<file path="src/rtl/bp_pkg.sv">
// Shared types and helpers for the gshare branch predictor: 2-bit counter
// encodings, the init/run state enum, BTB tag width and counter update.
package bp_pkg;

    typedef enum logic [1:0] {
        CTR_SNT = 2'd0,
        CTR_WNT = 2'd1,
        CTR_WT  = 2'd2,
        CTR_ST  = 2'd3
    } ctr_e;

    typedef enum logic {
        ST_INIT = 1'b0,
        ST_RUN  = 1'b1
    } state_e;

    // Tag covers the PC above the BTB index and the 2-bit word offset.
    function automatic int btb_tag_bits(input int dbits, input int idx_bits);
        return dbits - idx_bits - 2;
    endfunction

    function automatic logic [1:0] ctr_next(input logic [1:0] ctr, input logic taken);
        logic [1:0] res;
        if (taken) begin
            res = (ctr == CTR_ST) ? ctr : ctr + 2'd1;
        end else begin
            res = (ctr == CTR_SNT) ? ctr : ctr - 2'd1;
        end
        return res;
    endfunction

endpackage

</file>
<file path="src/rtl/bp_gshare_param_if.sv">
// Predictor port bundle: fetch-side lookup, resolve-side update, status.
// master = pipeline driving lookups/updates, slave = predictor.
interface bp_gshare_param_if #(
    parameter int DBITS     = 32,
    parameter int HIST_BITS = 8
);
    logic                 pred_valid;
    logic [DBITS-1:0]     pred_pc;
    logic                 pred_taken;
    logic                 pred_btb_hit;
    logic [DBITS-1:0]     pred_target;
    logic [HIST_BITS-1:0] pred_pht_idx;
    logic [HIST_BITS-1:0] pred_ckpt;

    logic                 upd_valid;
    logic [DBITS-1:0]     upd_pc;
    logic [DBITS-1:0]     upd_target;
    logic                 upd_taken;
    logic                 upd_mispred;
    logic [HIST_BITS-1:0] upd_pht_idx;
    logic [HIST_BITS-1:0] upd_ckpt;

    logic                 ready;
    logic [31:0]          perf_mispred_cnt;

    modport master (
        output pred_valid, pred_pc,
        output upd_valid, upd_pc, upd_target, upd_taken, upd_mispred, upd_pht_idx, upd_ckpt,
        input  pred_taken, pred_btb_hit, pred_target, pred_pht_idx, pred_ckpt,
        input  ready, perf_mispred_cnt
    );

    modport slave (
        input  pred_valid, pred_pc,
        input  upd_valid, upd_pc, upd_target, upd_taken, upd_mispred, upd_pht_idx, upd_ckpt,
        output pred_taken, pred_btb_hit, pred_target, pred_pht_idx, pred_ckpt,
        output ready, perf_mispred_cnt
    );
endinterface

</file>
<file path="src/rtl/bp_btb.sv">
// Direct-mapped branch target buffer: valid/tag/target arrays, combinational
// lookup compare and one write port. Valid bits are cleared by the init sweep.
module bp_btb
    import bp_pkg::*;
#(
    parameter int DBITS    = 32,
    parameter int IDX_BITS = 4
) (
    input  logic                clk,
    input  logic                clr_en,
    input  logic [IDX_BITS-1:0] clr_idx,
    input  logic [DBITS-1:0]    lk_pc,
    output logic                lk_hit,
    output logic [DBITS-1:0]    lk_target,
    input  logic                wr_en,
    input  logic [DBITS-1:0]    wr_pc,
    input  logic [DBITS-1:0]    wr_target
);
    localparam int TAG_BITS = btb_tag_bits(DBITS, IDX_BITS);
    localparam int N        = 1 << IDX_BITS;

    logic                valid  [N];
    logic [TAG_BITS-1:0] tag    [N];
    logic [DBITS-1:0]    target [N];

    logic [IDX_BITS-1:0] lk_idx, wr_idx;
    logic [TAG_BITS-1:0] lk_tag, wr_tag;
    logic                unused_lsb;

    assign lk_idx     = lk_pc[IDX_BITS+1:2];
    assign lk_tag     = lk_pc[DBITS-1:IDX_BITS+2];
    assign wr_idx     = wr_pc[IDX_BITS+1:2];
    assign wr_tag     = wr_pc[DBITS-1:IDX_BITS+2];
    assign unused_lsb = ^{lk_pc[1:0], wr_pc[1:0]};

    assign lk_hit    = valid[lk_idx] && (tag[lk_idx] == lk_tag);
    assign lk_target = target[lk_idx];

    // Table write: sweep clear has priority; otherwise install a taken branch.
    always_ff @(posedge clk) begin
        if (clr_en) begin
            valid[clr_idx] <= 1'b0;
        end else if (wr_en) begin
            valid[wr_idx]  <= 1'b1;
            tag[wr_idx]    <= wr_tag;
            target[wr_idx] <= wr_target;
        end
    end

endmodule

</file>
<file path="src/rtl/bp_gshare_param.sv">
// Gshare direction predictor with BTB and mispredict counter.
// Optional macro BP_SPEC_HIST_EN: history shifts speculatively on lookups and
// is restored from the returned checkpoint on a mispredict. Without it the
// history shifts only on resolved updates.
//
// state   | meaning
// --------+--------------------------------------------------------------
// ST_INIT | sweeping PHT/BTB one index per cycle; lookups and updates off
// ST_RUN  | tables valid, ready=1, lookups and updates active
module bp_gshare_param
    import bp_pkg::*;
#(
    parameter int DBITS        = 32,
    parameter int HIST_BITS    = 8,
    parameter int BTB_IDX_BITS = 4,   // must not exceed HIST_BITS
    parameter int CTR_INIT     = 2
) (
    input  logic            clk,
    input  logic            reset,
    bp_gshare_param_if.slave bus
);
    localparam int PHT_N = 1 << HIST_BITS;

    state_e               state, state_nxt;
    logic                 run;
    logic [HIST_BITS-1:0] sweep_idx;
    logic [HIST_BITS-1:0] bhr, bhr_nxt;
    logic [HIST_BITS-1:0] pht_idx;
    logic [1:0]           pht [PHT_N];
    logic [1:0]           ctr_rd;
    logic [31:0]          perf_cnt;
    logic                 btb_hit;
    logic                 btb_wr;

    assign run     = (state == ST_RUN);
    assign pht_idx = bhr ^ bus.pred_pc[HIST_BITS+1:2];
    assign ctr_rd  = pht[pht_idx];
    assign btb_wr  = run & bus.upd_valid & bus.upd_taken;

    assign bus.pred_taken       = run & ctr_rd[1];
    assign bus.pred_btb_hit     = run & btb_hit;
    assign bus.pred_pht_idx     = pht_idx;
    assign bus.pred_ckpt        = bhr;
    assign bus.ready            = run;
    assign bus.perf_mispred_cnt = perf_cnt;

    // State register.
    always_ff @(posedge clk or negedge reset) begin
        if (!reset) state <= ST_INIT;
        else        state <= state_nxt;
    end

    // Next state: leave INIT once the last index has been written.
    always_comb begin
        state_nxt = state;
        case (state)
            ST_INIT: if (&sweep_idx) state_nxt = ST_RUN;
            ST_RUN:  state_nxt = ST_RUN;
            default: state_nxt = ST_INIT;
        endcase
    end

    // Sweep index advances every INIT cycle; wraps to 0 as RUN is entered.
    always_ff @(posedge clk or negedge reset) begin
        if (!reset)   sweep_idx <= '0;
        else if (!run) sweep_idx <= sweep_idx + 1'b1;
    end

    // PHT write port: init sweep, or saturating counter update in RUN.
    always_ff @(posedge clk) begin
        if (!run) begin
            pht[sweep_idx] <= 2'(CTR_INIT);
        end else if (bus.upd_valid) begin
            pht[bus.upd_pht_idx] <= ctr_next(pht[bus.upd_pht_idx], bus.upd_taken);
        end
    end

`ifdef BP_SPEC_HIST_EN
    // Speculative history: recovery from checkpoint wins over a lookup shift.
    always_comb begin
        bhr_nxt = bhr;
        if (run) begin
            if (bus.upd_valid && bus.upd_mispred)
                bhr_nxt = {bus.upd_ckpt[HIST_BITS-2:0], bus.upd_taken};
            else if (bus.pred_valid)
                bhr_nxt = {bhr[HIST_BITS-2:0], bus.pred_taken};
        end
    end
`else
    logic unused_spec;
    assign unused_spec = ^{bus.pred_valid, bus.upd_ckpt};

    // Non-speculative history: shift in the resolved direction.
    always_comb begin
        bhr_nxt = bhr;
        if (run && bus.upd_valid)
            bhr_nxt = {bhr[HIST_BITS-2:0], bus.upd_taken};
    end
`endif

    // History register.
    always_ff @(posedge clk or negedge reset) begin
        if (!reset) bhr <= '0;
        else        bhr <= bhr_nxt;
    end

    // Saturating mispredict counter.
    always_ff @(posedge clk or negedge reset) begin
        if (!reset)
            perf_cnt <= '0;
        else if (run && bus.upd_valid && bus.upd_mispred && (perf_cnt != 32'hFFFF_FFFF))
            perf_cnt <= perf_cnt + 32'd1;
    end

    bp_btb #(
        .DBITS    (DBITS),
        .IDX_BITS (BTB_IDX_BITS)
    ) u_btb (
        .clk       (clk),
        .clr_en    (!run),
        .clr_idx   (sweep_idx[BTB_IDX_BITS-1:0]),
        .lk_pc     (bus.pred_pc),
        .lk_hit    (btb_hit),
        .lk_target (bus.pred_target),
        .wr_en     (btb_wr),
        .wr_pc     (bus.upd_pc),
        .wr_target (bus.upd_target)
    );

endmodule

</file>
<file path="src/flat_wrapper.sv">
// flat-port wrapper written by rule: the top's interface ports become plain ports
module bp_gshare_param_flat import bp_pkg::*;
#(
    parameter int DBITS        = 32,
    parameter int HIST_BITS    = 8,
    parameter int BTB_IDX_BITS = 4,                               
    parameter int CTR_INIT     = 2
)
  (clk, reset, bus_pred_valid, bus_pred_pc, bus_upd_valid, bus_upd_pc, bus_upd_target, bus_upd_taken, bus_upd_mispred, bus_upd_pht_idx, bus_upd_ckpt, bus_pred_taken, bus_pred_btb_hit, bus_pred_target, bus_pred_pht_idx, bus_pred_ckpt, bus_ready, bus_perf_mispred_cnt);
  bp_gshare_param_if #(.DBITS(DBITS), .HIST_BITS(HIST_BITS)) bus_i ();
  input  logic clk;
  input  logic reset;
  input wire logic [$bits(bus_i.pred_valid)-1:0] bus_pred_valid;
  input wire logic [$bits(bus_i.pred_pc)-1:0] bus_pred_pc;
  input wire logic [$bits(bus_i.upd_valid)-1:0] bus_upd_valid;
  input wire logic [$bits(bus_i.upd_pc)-1:0] bus_upd_pc;
  input wire logic [$bits(bus_i.upd_target)-1:0] bus_upd_target;
  input wire logic [$bits(bus_i.upd_taken)-1:0] bus_upd_taken;
  input wire logic [$bits(bus_i.upd_mispred)-1:0] bus_upd_mispred;
  input wire logic [$bits(bus_i.upd_pht_idx)-1:0] bus_upd_pht_idx;
  input wire logic [$bits(bus_i.upd_ckpt)-1:0] bus_upd_ckpt;
  output wire logic [$bits(bus_i.pred_taken)-1:0] bus_pred_taken;
  output wire logic [$bits(bus_i.pred_btb_hit)-1:0] bus_pred_btb_hit;
  output wire logic [$bits(bus_i.pred_target)-1:0] bus_pred_target;
  output wire logic [$bits(bus_i.pred_pht_idx)-1:0] bus_pred_pht_idx;
  output wire logic [$bits(bus_i.pred_ckpt)-1:0] bus_pred_ckpt;
  output wire logic [$bits(bus_i.ready)-1:0] bus_ready;
  output wire logic [$bits(bus_i.perf_mispred_cnt)-1:0] bus_perf_mispred_cnt;
  assign bus_i.pred_valid = bus_pred_valid;
  assign bus_i.pred_pc = bus_pred_pc;
  assign bus_i.upd_valid = bus_upd_valid;
  assign bus_i.upd_pc = bus_upd_pc;
  assign bus_i.upd_target = bus_upd_target;
  assign bus_i.upd_taken = bus_upd_taken;
  assign bus_i.upd_mispred = bus_upd_mispred;
  assign bus_i.upd_pht_idx = bus_upd_pht_idx;
  assign bus_i.upd_ckpt = bus_upd_ckpt;
  assign bus_pred_taken = bus_i.pred_taken;
  assign bus_pred_btb_hit = bus_i.pred_btb_hit;
  assign bus_pred_target = bus_i.pred_target;
  assign bus_pred_pht_idx = bus_i.pred_pht_idx;
  assign bus_pred_ckpt = bus_i.pred_ckpt;
  assign bus_ready = bus_i.ready;
  assign bus_perf_mispred_cnt = bus_i.perf_mispred_cnt;
  bp_gshare_param #(.DBITS(DBITS), .HIST_BITS(HIST_BITS), .BTB_IDX_BITS(BTB_IDX_BITS), .CTR_INIT(CTR_INIT)) u_core (.clk(clk), .reset(reset), .bus(bus_i));
endmodule
</file>
<file path="config.mk">
export PLATFORM = sky130hd
export DESIGN_NAME = bp_gshare_param_flat
export DESIGN_NICKNAME = d
export VERILOG_FILES = /design/src/rtl/bp_pkg.sv /design/src/rtl/bp_gshare_param_if.sv /design/src/rtl/bp_btb.sv /design/src/rtl/bp_gshare_param.sv /design/src/flat_wrapper.sv
export SDC_FILE = /design/constraint.sdc
export NUM_CORES = 1
export LEC_CHECK = 0
export ABC_AREA = 0
export BUFFER_PORTS_ARGS = -buffer_cell sky130_fd_sc_hd__clkbuf_2
export CAP_MARGIN = 20
export CORE_MARGIN = 2
export CORE_UTILIZATION = 60
export DETAILED_ROUTE_END_ITERATION = 8
export PLACE_DENSITY = 0.77
export REMOVE_ABC_BUFFERS = 1
export SETUP_SLACK_MARGIN = 0.1
export SLEW_MARGIN = 5
export SYNTH_ARGS = -nofsm -noshare
export SYNTH_HDL_FRONTEND = slang
export SYNTH_SLANG_ARGS = --single-unit
</file>
<file path="constraint.sdc">
create_clock -name clk -period 12.4 [get_ports clk]
set_clock_uncertainty 0.15 [all_clocks]
set_input_delay 2.48 -clock clk [delete_from_list [all_inputs] [get_ports clk]]
set_output_delay 2.48 -clock clk [all_outputs]
set_load 0.03 [all_outputs]
</file>
==> metrics.csv <==
metric,value,unit
hold path startpoint,u_core.bus.perf_mispred_cnt[5],
Critical R2R Launch,u_core.bus.ready,
startpoint class of the critical path,input port,
maximum VDD drop,0.171,mV
setup violation total in the final timing report,0,
Fmax,108,MHz
"delay-heaviest family, CP",buffers and inverters,
Final Hold Viols,0,
Hold Buf Count CTS,0,
static leakage,0.0213,uW
CP endpoint kind,output port,
RSZ-0062 raised after global routing,false,
vias,31700,
grt ovf,0,
Area growth syn-to-layout,12.2,%
synthesized instance count,2947,
pwr/cell area,152,mW/mm^2
DRC,0,
clock sinks,1505,
Mean Syn Cell Area,20.7,um^2
# port buffers,187,
Worst path max stage delay,0.69,ns
final count of pins violating max slew,0,
"Req. time, crit path",9.77,ns
die height,323,um
fin crit share,74.8,%
crit path DAT,6.64,ns
TritonCTS Buffers,149,
status,finished clean,
Clock Latency Late Sink,0.77,ns
most frequent cells in the layout,"1,456 x edfxtp_1, 492 x mux4_2, 292 x nor2_1, 181 x clkbuf_2, 152 x clkbuf_16",
mapped cell area,0.0610,mm^2
CP Depth,9,
die area,0.104,mm^2
hold depth,1,
Post-CTS Setup Bufs,0,
"Seq/Total Area, Yosys",73.7,%
register bit total from synthesis,1505,
vias in the first global route,33000,
GP Congestion,0.868,
Routed WL,150,mm
Pwr Total,10400,uW
Crit Path Category,in -> out,
"Gates resized, CTS repair",0,
number of DRC markers in iteration 0,4199,
Pre-antenna DRT Iters,6,
Post-Route Utilization,68.2,%
largest net degree at the start of global routing,209,
relative slew slack,22.1,%
main flop type after synthesis,edfxtp_1,
HP Class,reg -> reg,
vias per cell,6.80,
Setup crit start,bus_pred_pc[2],
DP HPWL,80.1,mm
"commonest non-fill, non-tap cell in the layout",edfxtp_1,
row count,116,
cell count of the worst reg-to-reg path,7,
Tightest Pin Transition,1.17,ns
count of cell types in the netlist,54,
share of layout cells above drive strength 1,29.9,%
antenna-violating nets left,0,
CTS root buffer,clkbuf_16,
initial antenna violation count,13,
number of synthesized flops with an enable pin,1456,
Crit Path Max Fanout,58,
IO Pins,201,
initial core utilization,60.8,%
CTS tree,done,
max_cap viols,0,
Chip Width,323,um
Routed WL per cell,32.3,um
clk buf depth,3,
Bufs and invs on worst path,3,
H-tree depth,4,
fin crit period,9.27,ns
Yosys warning total,0,
setup TNS,0,ns
Tot GR Track Use,29.5,%
cell mode on critical path,mux4_2,
Post-layout nets,3296,
"Reg clk slew, reported paths",0.06,ns
worst path cell trace,buf_8 -> buf_4 -> mux4_2 -> mux4_2 -> xor2_1 -> nor4_1 -> nand3_1 -> nor4_2 -> clkbuf_2,
critical path's slowest cell,nor4_1,
ys async rst share,3.26,%
first-pass GRT wire length,219,mm
core area,0.100,mm^2
-- report_power, final --
| group | switching [uW] | leakage [uW] | internal, uW |
|---|---|---|---|
| Clock | 1920 | 0.00233 | 2530 |
| Combinational | 256 | 0.00537 | 166 |
| Sequential | 0 | 0.0136 | 5540 |
-- Yosys cell counts (13+ instances only) --
cell type  instances  area (um^2)
dfrtp_1           49         1230
xnor2_1           50          438
clkbuf_1          96          360
xor2_1            21          184
nand3_1           27          135
buf_1             17         63.8
a21oi_1           30          150
nor2_1           304         1140
nand2b_1          13         81.3
mux4_2           492        11100
buf_2             42          210
a22oi_1           63          473
nand4_1           13         81.3
edfxtp_1        1456        43700
nand2_1          102          383
-- layer usage --
layer / global-route usage (%) / wire length (um)
met5: 0 / 72
met4: 11.9 / 5370
met3: 6.35 / 15400
met2: 49.3 / 77200
met1: 38.3 / 52200
-- state kept, by name (all words and copies together), names as in the netlist --
register	flops
u_core.bus.ready	1
u_core.u_btb.target	512
u_core.bus.perf_mispred_cnt	32
u_core.u_btb.valid	16
u_core.sweep_idx	8
u_core.bus.pred_ckpt	8
u_core.u_btb.tag	416
u_core.pht	512
-- per-stage QoR --
step | worst slack, ns | hold WS [ns] | std cells | cell area, um^2
after floorplan | -0.297 | 0.368 | 2772 | 60200
after global placement | 3.23 | 0.323 | 4378 | 63600
after detailed placement | 3.20 | 0.330 | 4379 | 63600
after CTS | 3.07 | 0.338 | 4646 | 68400
after global routing | 2.93 | 0.347 | 4653 | 68400
final | 3.13 | 0.340 | 4656 | 68500
-- cells by family (layout without fill, tap and decap cells) --
kind of cell    after synthesis  in the layout  share of synthesized area (%)
mux                         507            507                           18.5
simple gates                534            534                           3.80
other cells                   0              7                              0
flops                      1505           1505                           73.7
xor+xnor                     71             71                           1.02
buf+inv                     184            529                           1.40
fa+ha+maj                     3              3                         0.0574
compound gates              143            143                           1.58
-- worst paths after layout --
path                       slack (ns)                              to
setup reg to reg                 6.96       u_core.u_btb.target[5][1]
hold reg to reg                  0.34  u_core.bus.perf_mispred_cnt[5]
max in group asynchronous        9.97         u_core.bus.pred_ckpt[6]
hold / removal                   0.34  u_core.bus.perf_mispred_cnt[5]
min in group asynchronous        1.68  u_core.bus.perf_mispred_cnt[8]
setup / recovery                 3.13                bus_pred_btb_hit
-- cell type report --
| type | instances | area (um^2) |
|---|---|---|
| fillers | 6068 | 32000 |
| clock inverters | 86 | 865 |
| diodes | 7 | 17.5 |
| repair buffers | 253 | 1550 |
| flip-flops and latches | 1505 | 44900 |
| multi-input cells | 1258 | 15400 |
| clock buffers | 181 | 3930 |
| inverters | 9 | 33.8 |
| well taps | 1357 | 1700 |
Power figures use the tool's default switching activity.
